==> config.mk <==
export PLATFORM = sky130hd
export DESIGN_NAME = prog_imem_flat
export DESIGN_NICKNAME = d
export VERILOG_FILES = /design/src/rtl/prog_imem_pkg.sv /design/src/rtl/prog_imem_if.sv /design/src/rtl/imem_byte_assembler.sv /design/src/rtl/prog_imem.sv /design/src/flat_wrapper.sv
export SDC_FILE = /design/constraint.sdc
export NUM_CORES = 2
export LEC_CHECK = 0
export BUFFER_PORTS_ARGS = -buffer_cell sky130_fd_sc_hd__buf_2
export CORE_MARGIN = 5
export CORE_UTILIZATION = 40
export CTS_CLUSTER_DIAMETER = 150
export CTS_CLUSTER_SIZE = 16
export DETAILED_ROUTE_END_ITERATION = 10
export HOLD_SLACK_MARGIN = 0.15
export PLACE_DENSITY_LB_ADDON = 0.1
export SYNTH_ARGS = -nofsm -noshare
export SYNTH_HDL_FRONTEND = slang
export SYNTH_SLANG_ARGS = --single-unit
==> constraint.sdc <==
create_clock -name CLK -period 4.25 [get_ports CLK]
set_input_delay 0.85 -clock CLK [delete_from_list [all_inputs] [get_ports CLK]]
set_output_delay 0.85 -clock CLK [all_outputs]
set_load 0.005 [all_outputs]
==> src/rtl/prog_imem_pkg.sv <==
// Shared types and constants for the program instruction memory.
package prog_imem_pkg;

  typedef enum logic [0:0] {
    ST_IDLE = 1'b0,
    ST_LOAD = 1'b1
  } state_e;

  localparam logic [31:0] NOP_WORD_DEFAULT = 32'h0000_0013;
  localparam int unsigned LD_WORDS_W       = 16;

  typedef logic [LD_WORDS_W-1:0] ld_words_t;

endpackage

==> src/rtl/prog_imem_if.sv <==
// Fetch port and byte-stream load port of the program instruction memory.
interface prog_imem_if;
  import prog_imem_pkg::*;

  logic        FETCH_REQ;
  logic [31:0] A;
  logic [31:0] RD;
  logic        RD_VALID;
  logic        LD_START;
  logic [31:0] LD_BASE;
  logic        LD_BYTE_VALID;
  logic [7:0]  LD_BYTE;
  logic        LD_END;
  logic        BUSY;
  logic        LD_ERR;
  ld_words_t   LD_WORDS;

  modport master (
    output FETCH_REQ, A, LD_START, LD_BASE, LD_BYTE_VALID, LD_BYTE, LD_END,
    input  RD, RD_VALID, BUSY, LD_ERR, LD_WORDS
  );

  modport slave (
    input  FETCH_REQ, A, LD_START, LD_BASE, LD_BYTE_VALID, LD_BYTE, LD_END,
    output RD, RD_VALID, BUSY, LD_ERR, LD_WORDS
  );

endinterface

==> src/rtl/imem_byte_assembler.sv <==
// Packs a little-endian byte stream into 32-bit words; pulses word_we on a
// full word or on a flush with pending bytes (unfilled lanes read as zero).
module imem_byte_assembler (
  input  logic        clk,
  input  logic        rst,
  input  logic        clear,
  input  logic        byte_valid,
  input  logic [7:0]  byte_in,
  input  logic        flush,
  output logic        word_we,
  output logic [31:0] word_out
);

  logic [1:0]  cnt_q, cnt_d;
  logic [31:0] lanes_q, lanes_d;

  always_comb begin
    word_out = lanes_q;
    if (byte_valid) begin
      unique case (cnt_q)
        2'd0: word_out[7:0]   = byte_in;
        2'd1: word_out[15:8]  = byte_in;
        2'd2: word_out[23:16] = byte_in;
        2'd3: word_out[31:24] = byte_in;
      endcase
    end
  end

  // A byte arriving with the flush is merged before the partial word goes out.
  assign word_we = (byte_valid && (cnt_q == 2'd3))
                || (flush && (byte_valid || (cnt_q != 2'd0)));

  always_comb begin
    cnt_d   = cnt_q;
    lanes_d = lanes_q;
    if (clear || word_we) begin
      cnt_d   = '0;
      lanes_d = '0;
    end else if (byte_valid) begin
      cnt_d   = cnt_q + 2'd1;
      lanes_d = word_out;
    end
  end

  always_ff @(posedge clk or posedge rst) begin
    if (rst) begin
      cnt_q   <= '0;
      lanes_q <= '0;
    end else begin
      cnt_q   <= cnt_d;
      lanes_q <= lanes_d;
    end
  end

endmodule

==> src/rtl/prog_imem.sv <==
// Program instruction memory: registered single-cycle fetch port plus a
// byte-stream loader that writes words starting at a programmable base.
module prog_imem
  import prog_imem_pkg::*;
#(
  parameter int unsigned DEPTH    = 64,
  parameter logic [31:0] NOP_WORD = NOP_WORD_DEFAULT
) (
  input  logic        CLK,
  input  logic        RST,
  prog_imem_if.slave  bus
);

  localparam int unsigned AW = $clog2(DEPTH);

  logic [31:0] mem_q [0:DEPTH-1] = '{default: NOP_WORD};

  state_e      state_q, state_d;
  logic [29:0] ptr_q, ptr_d;
  ld_words_t   ld_words_q, ld_words_d;
  logic        ld_err_q, ld_err_d;
  logic [31:0] rd_q, rd_d;
  logic        rd_valid_q, rd_valid_d;

  logic        in_load;
  logic        asm_valid, asm_flush, asm_we;
  logic [31:0] asm_word;
  logic        ptr_in_range, mem_we;
  logic [29:0] fetch_word;
  logic        fetch_oob;

  assign in_load   = (state_q == ST_LOAD);
  // A restart takes priority over any byte or end pulse in the same cycle.
  assign asm_valid = in_load && bus.LD_BYTE_VALID && !bus.LD_START;
  assign asm_flush = in_load && bus.LD_END && !bus.LD_START;

  imem_byte_assembler u_asm (
    .clk        (CLK),
    .rst        (RST),
    .clear      (bus.LD_START),
    .byte_valid (asm_valid),
    .byte_in    (bus.LD_BYTE),
    .flush      (asm_flush),
    .word_we    (asm_we),
    .word_out   (asm_word)
  );

  assign ptr_in_range = (ptr_q < 30'(DEPTH));
  assign mem_we       = asm_we && ptr_in_range;

  always_comb begin
    state_d    = state_q;
    ptr_d      = ptr_q;
    ld_words_d = ld_words_q;
    ld_err_d   = ld_err_q;
    if (bus.LD_START) begin
      state_d    = ST_LOAD;
      ptr_d      = bus.LD_BASE[31:2];
      ld_words_d = '0;
      ld_err_d   = 1'b0;
    end else if (in_load) begin
      if (asm_we) begin
        ptr_d = ptr_q + 30'd1;
        if (ld_words_q != '1) ld_words_d = ld_words_q + ld_words_t'(1);
        if (!ptr_in_range) ld_err_d = 1'b1;
      end
      if (asm_flush) state_d = ST_IDLE;
    end
  end

  assign fetch_word = bus.A[31:2];
  assign fetch_oob  = (fetch_word >= 30'(DEPTH));

  always_comb begin
    rd_valid_d = bus.FETCH_REQ;
    rd_d       = rd_q;
    if (bus.FETCH_REQ) begin
      if (in_load || fetch_oob) rd_d = NOP_WORD;
      else                      rd_d = mem_q[fetch_word[AW-1:0]];
    end
  end

  always_ff @(posedge CLK or posedge RST) begin
    if (RST) begin
      state_q    <= ST_IDLE;
      ptr_q      <= '0;
      ld_words_q <= '0;
      ld_err_q   <= 1'b0;
      rd_q       <= NOP_WORD;
      rd_valid_q <= 1'b0;
    end else begin
      state_q    <= state_d;
      ptr_q      <= ptr_d;
      ld_words_q <= ld_words_d;
      ld_err_q   <= ld_err_d;
      rd_q       <= rd_d;
      rd_valid_q <= rd_valid_d;
    end
  end

  // Contents survive reset; a same-cycle fetch sees the pre-write word.
  always_ff @(posedge CLK) begin
    if (mem_we) mem_q[ptr_q[AW-1:0]] <= asm_word;
  end

  assign bus.RD       = rd_q;
  assign bus.RD_VALID = rd_valid_q;
  assign bus.BUSY     = in_load;
  assign bus.LD_ERR   = ld_err_q;
  assign bus.LD_WORDS = ld_words_q;

endmodule

==> src/flat_wrapper.sv <==
// flat-port wrapper written by rule: the top's interface ports become plain ports
module prog_imem_flat import prog_imem_pkg::*;
#(
  parameter int unsigned DEPTH    = 64,
  parameter logic [31:0] NOP_WORD = NOP_WORD_DEFAULT
)
  (CLK, RST, bus_FETCH_REQ, bus_A, bus_LD_START, bus_LD_BASE, bus_LD_BYTE_VALID, bus_LD_BYTE, bus_LD_END, bus_RD, bus_RD_VALID, bus_BUSY, bus_LD_ERR, bus_LD_WORDS);
  prog_imem_if bus_i ();
  input  logic CLK;
  input  logic RST;
  input wire logic [$bits(bus_i.FETCH_REQ)-1:0] bus_FETCH_REQ;
  input wire logic [$bits(bus_i.A)-1:0] bus_A;
  input wire logic [$bits(bus_i.LD_START)-1:0] bus_LD_START;
  input wire logic [$bits(bus_i.LD_BASE)-1:0] bus_LD_BASE;
  input wire logic [$bits(bus_i.LD_BYTE_VALID)-1:0] bus_LD_BYTE_VALID;
  input wire logic [$bits(bus_i.LD_BYTE)-1:0] bus_LD_BYTE;
  input wire logic [$bits(bus_i.LD_END)-1:0] bus_LD_END;
  output wire logic [$bits(bus_i.RD)-1:0] bus_RD;
  output wire logic [$bits(bus_i.RD_VALID)-1:0] bus_RD_VALID;
  output wire logic [$bits(bus_i.BUSY)-1:0] bus_BUSY;
  output wire logic [$bits(bus_i.LD_ERR)-1:0] bus_LD_ERR;
  output wire logic [$bits(bus_i.LD_WORDS)-1:0] bus_LD_WORDS;
  assign bus_i.FETCH_REQ = bus_FETCH_REQ;
  assign bus_i.A = bus_A;
  assign bus_i.LD_START = bus_LD_START;
  assign bus_i.LD_BASE = bus_LD_BASE;
  assign bus_i.LD_BYTE_VALID = bus_LD_BYTE_VALID;
  assign bus_i.LD_BYTE = bus_LD_BYTE;
  assign bus_i.LD_END = bus_LD_END;
  assign bus_RD = bus_i.RD;
  assign bus_RD_VALID = bus_i.RD_VALID;
  assign bus_BUSY = bus_i.BUSY;
  assign bus_LD_ERR = bus_i.LD_ERR;
  assign bus_LD_WORDS = bus_i.LD_WORDS;
  prog_imem #(.DEPTH(DEPTH), .NOP_WORD(NOP_WORD)) u_core (.CLK(CLK), .RST(RST), .bus(bus_i));
endmodule
==> results.sh <==
export IMPL_cts_tree="yes"
export IMPL_final_setup_tns_ns=0
export IMPL_p_int_mw=30.7
export IMPL_gp_congestion=0.771
export IMPL_cp_start_kind="flop"
export IMPL_fin_util_pct=45.4
export IMPL_switching_power_mw=8.43
export IMPL_multi_input_area_um2=18700
export IMPL_fp_dieW_um=468
export IMPL_rows=168
export IMPL_synth_top_cells_by_area="edfxtp_1 (73%), mux4_2 (12%), dfrtp_1 (3.3%)"
export IMPL_ios=129
export IMPL_status="finished clean"
export IMPL_postCtsSetupRepairBufs=0
export IMPL_layout_drive_gt1_share_pct=26.7
export IMPL_comb_power_share_pct=4.3
export IMPL_worstHoldPathType="input port to flop"
export IMPL_place_inst=7018
export IMPL_rsz0062_at_grt="false"
export IMPL_via_per_inst=5.82
export IMPL_endpoint_kind="flop"
export IMPL_clock_latency_ns=0.81
export IMPL_drc=0
export IMPL_dp_hpwl_mm=145
export IMPL_slowest_delay_ns=0.59
export IMPL_die_area_um2=219000
export IMPL_firstDrtPassIters=6
export IMPL_slew_headroom_pct=11.9
export IMPL_post_route_min_period_ns=3.26
export IMPL_grt_pass1_vias=43300
export IMPL_clock_power_share_pct=36.5
export IMPL_ys_warn_count=0
export IMPL_grt_usage_pct=22.5
export IMPL_core_um2=209000
export IMPL_grt_first_pass_wirelength_mm=345
export IMPL_postPlaceCellArea_um2=90500
export IMPL_cpMostUsedCell="nand4_1"
export IMPL_yosysTopAreaCell="edfxtp_1"
export IMPL_drtIter0Drc=4324
export IMPL_path_class="flop to flop"
export IMPL_r2r_start="u_core.ptr_q[6]$_DFFE_PP0P_"
export IMPL_clockRootBuffer="clkbuf_16"
export IMPL_rrSetupSlack_ns=0.99
export IMPL_ys_ff_latch=2163
export IMPL_seq_area_frac_synth_pct=76.8
export IMPL_vdd_drop_max_v=0.000432
export IMPL_start_util_pct=40.1
export IMPL_swShare_pct=21.6
export IMPL_clock_fmax_mhz=307
export IMPL_worstPathArrival_ns=3.73
export IMPL_report_final_slew_viol_count=0
export IMPL_cp_required_ns=4.72
export IMPL_setup_viol=0
export IMPL_clock_path_buffers=3
export IMPL_leakage_nw=33.7
export IMPL_antenna_found_initial=19
export IMPL_hold_viol_final=0
export IMPL_ys_flop_type="edfxtp_1"
export IMPL_areaGrowthSynthToFinish_pct=13.2
export IMPL_cp_slowest_cell="nor2_4"
export IMPL_cp_top_family="simple AND/OR/NAND/NOR gates"
export IMPL_maxCapViolCount=0
export IMPL_synthesis_nets=4100
export IMPL_fin_area_um2=95000
export IMPL_vias=42500
export IMPL_synthCells=4016
export IMPL_final_nets=4453
export IMPL_startpoint="u_core.ptr_q[6]$_DFFE_PP0P_"
export IMPL_synth_area_um2=83900
export IMPL_critPathMaxFanout=24
export IMPL_clkTransAtPathRegs_ns=0.08
export IMPL_wl_per_cell_um=33.9
export IMPL_synth_top_area_share_pct=73.3
export IMPL_stdcell_count=7296
export IMPL_grt_max_degree=84
export IMPL_async_flop_share_pct=5.32
export IMPL_seqPwrFrac_pct=59.2
export IMPL_tightest_slew_ns=1.32
export IMPL_cts_num_sinks=2163
export IMPL_p_per_area_nw_per_um2=412
export IMPL_avgSynthCellArea_um2=20.9
export IMPL_dieHeight_um=468
export IMPL_finalCritPeriodShare_pct=76.7
export IMPL_yosysUniqueCellTypes=78
export IMPL_regArea_um2=64400
export IMPL_routed_wl_mm=247
export IMPL_port_buffers=124
export IMPL_synth_edf_count=2048
export IMPL_crit_chain="nor4_1 -> nand4_1 -> nor3_1 -> buf_4 -> nand4_1 -> nor2_4 -> buf_12"
export IMPL_nFillCells=17700
export IMPL_fin_skew_ns=0.0482
export IMPL_hold_start="bus_LD_BASE[18]"
export IMPL_crit_buf_inv=2
export IMPL_htree_levels=4
export IMPL_globalRoute_totalOverflow=0
export IMPL_cts_buffers=153
export IMPL_ant_nets=0
-- power by group through the flow --
stage	registers [mW]	logic [mW]	clock network [mW]
2_1_floorplan	23.6	0.960	0
3_3_place_gp	23.6	1.69	0
3_5_place_dp	23.6	1.70	0
6_report	23.2	1.67	14.3
5_1_grt	23.2	1.76	15.5
4_1_cts	23.2	1.70	14.6
-- cell usage after synthesis (all sizes together), types with 8 or more instances --
master / count
edfxtp: 2048
mux4: 442
mux2i: 147
buf: 137
nor2: 122
nand2: 120
dfrtp: 112
o22ai: 89
mux2: 87
clkbuf: 79
o21ai: 64
nor2b: 59
nand3: 41
nor4: 36
nor3: 34
a22oi: 31
a21oi: 27
inv: 21
xnor2: 21
a221oi: 20
nand4: 18
xor2: 16
nand2b: 15
a32o: 14
o221ai: 14
a32oi: 13
a211oi: 12
and2: 11
a2111oi: 9
a22o: 9
or4: 9
and3: 8
-- logic make-up (layout without fill, tap and decap cells) --
| logic type | count (synthesis) | after routing | synth area share [%] |
|---|---|---|---|
| xor+xnor | 37 | 37 | 0.386 |
| fa+ha+maj | 6 | 6 | 0.0895 |
| mux | 676 | 676 | 14.8 |
| buf+inv | 238 | 710 | 1.61 |
| compound gates | 383 | 383 | 3.28 |
| flops | 2163 | 2163 | 76.8 |
| other cells | 0 | 3 | 0 |
| simple gates | 513 | 513 | 3.09 |
-- metrics by stage --
stage / hold WS, ns / setup WS [ns] / power [mW]
finish: 0.256 / 0.992 / 39.1
detailed placement: 0.517 / 0.430 / 25.3
CTS: 0.187 / 0.902 / 39.5
floorplan: 0.475 / 0.293 / 24.6
global route: 0.214 / 0.807 / 40.4
global placement: 0.508 / 0.437 / 25.3
-- per-layer routing --
layer | track usage, % | vias up | share of wire [%]
li1 | - | 17500 | -
met1 | 32.6 | 23400 | 44
met2 | 36.6 | 1380 | 48
met3 | 3.27 | 226 | 5.7
met4 | 4.62 | 4 | 1.9
met5 | 0 | - | 0.0057
-- cell type report --
type / instances / share of cell area, %
Clock inverter: 9 / 0.115
Inverter: 22 / 0.0922
Timing Repair Buffer: 414 / 4.07
Sequential cell: 2163 / 67.8
Antenna cell: 3 / 0.00791
Multi-Input combinational cell: 1615 / 19.6
Clock buffer: 265 / 4.59
Tap cell: 2805 / 3.70
-- registers in the layout, indices dropped and copies added (netlist names) --
signal / cells
u_core.ptr_q: 30
u_core.bus.LD_ERR: 1
u_core.mem_q: 2048
u_core.bus.BUSY: 1
u_core.u_asm.lanes_q: 32
u_core.u_asm.cnt_q: 2
u_core.bus.LD_WORDS: 16
u_core.bus.RD_VALID: 1
u_core.bus.RD: 32
-- worst reg2reg max path: cells and delay by family, from the launching register on --
kind | cells | cell delay (ns)
buffers and inverters | 2 | 0.48
flip-flops | 1 | 0.43
AND/OR/NAND/NOR | 5 | 1.98
-- cells in the final DEF, fill, tap and decap left out, drive strengths merged, types with 11 or more instances in the layout --
master  instances
o221ai         14
mux2i         147
xor2           16
xnor2          21
dfrtp         112
nor4           36
nand3          41
clkbuf        265
a22oi          31
nor2b          59
buf           413
a32oi          13
a21oi          27
inv            26
nand2b         15
a221oi         20
and2           11
nand2         120
nor3           34
a32o           14
nor2          122
nand4          18
mux4          442
edfxtp       2048
o22ai          89
o21ai          64
mux2           87
a211oi         12
-- final timing paths --
check,end,cells past startpoint
max in group asynchronous,u_core.bus.RD[1]$_DFFE_PP1P_,4
setup reg to reg,u_core.mem_q[63][15]$_DFFE_PP_,7
setup / recovery,u_core.mem_q[63][15]$_DFFE_PP_,7
min in group asynchronous,u_core.bus.LD_WORDS[0]$_DFFE_PP0P_,3
hold / removal,u_core.ptr_q[16]$_DFFE_PP0P_,3
hold reg to reg,u_core.bus.RD[0]$_DFFE_PP1P_,1
-- timing repair --
| action | CTS | global route |
|---|---|---|
| hold buffers | 1 | 0 |
| hold endpoints to repair | 38 | 0 |
| resized for setup | 0 | 0 |
No activity file was read; power rests on OpenSTA's default activity.
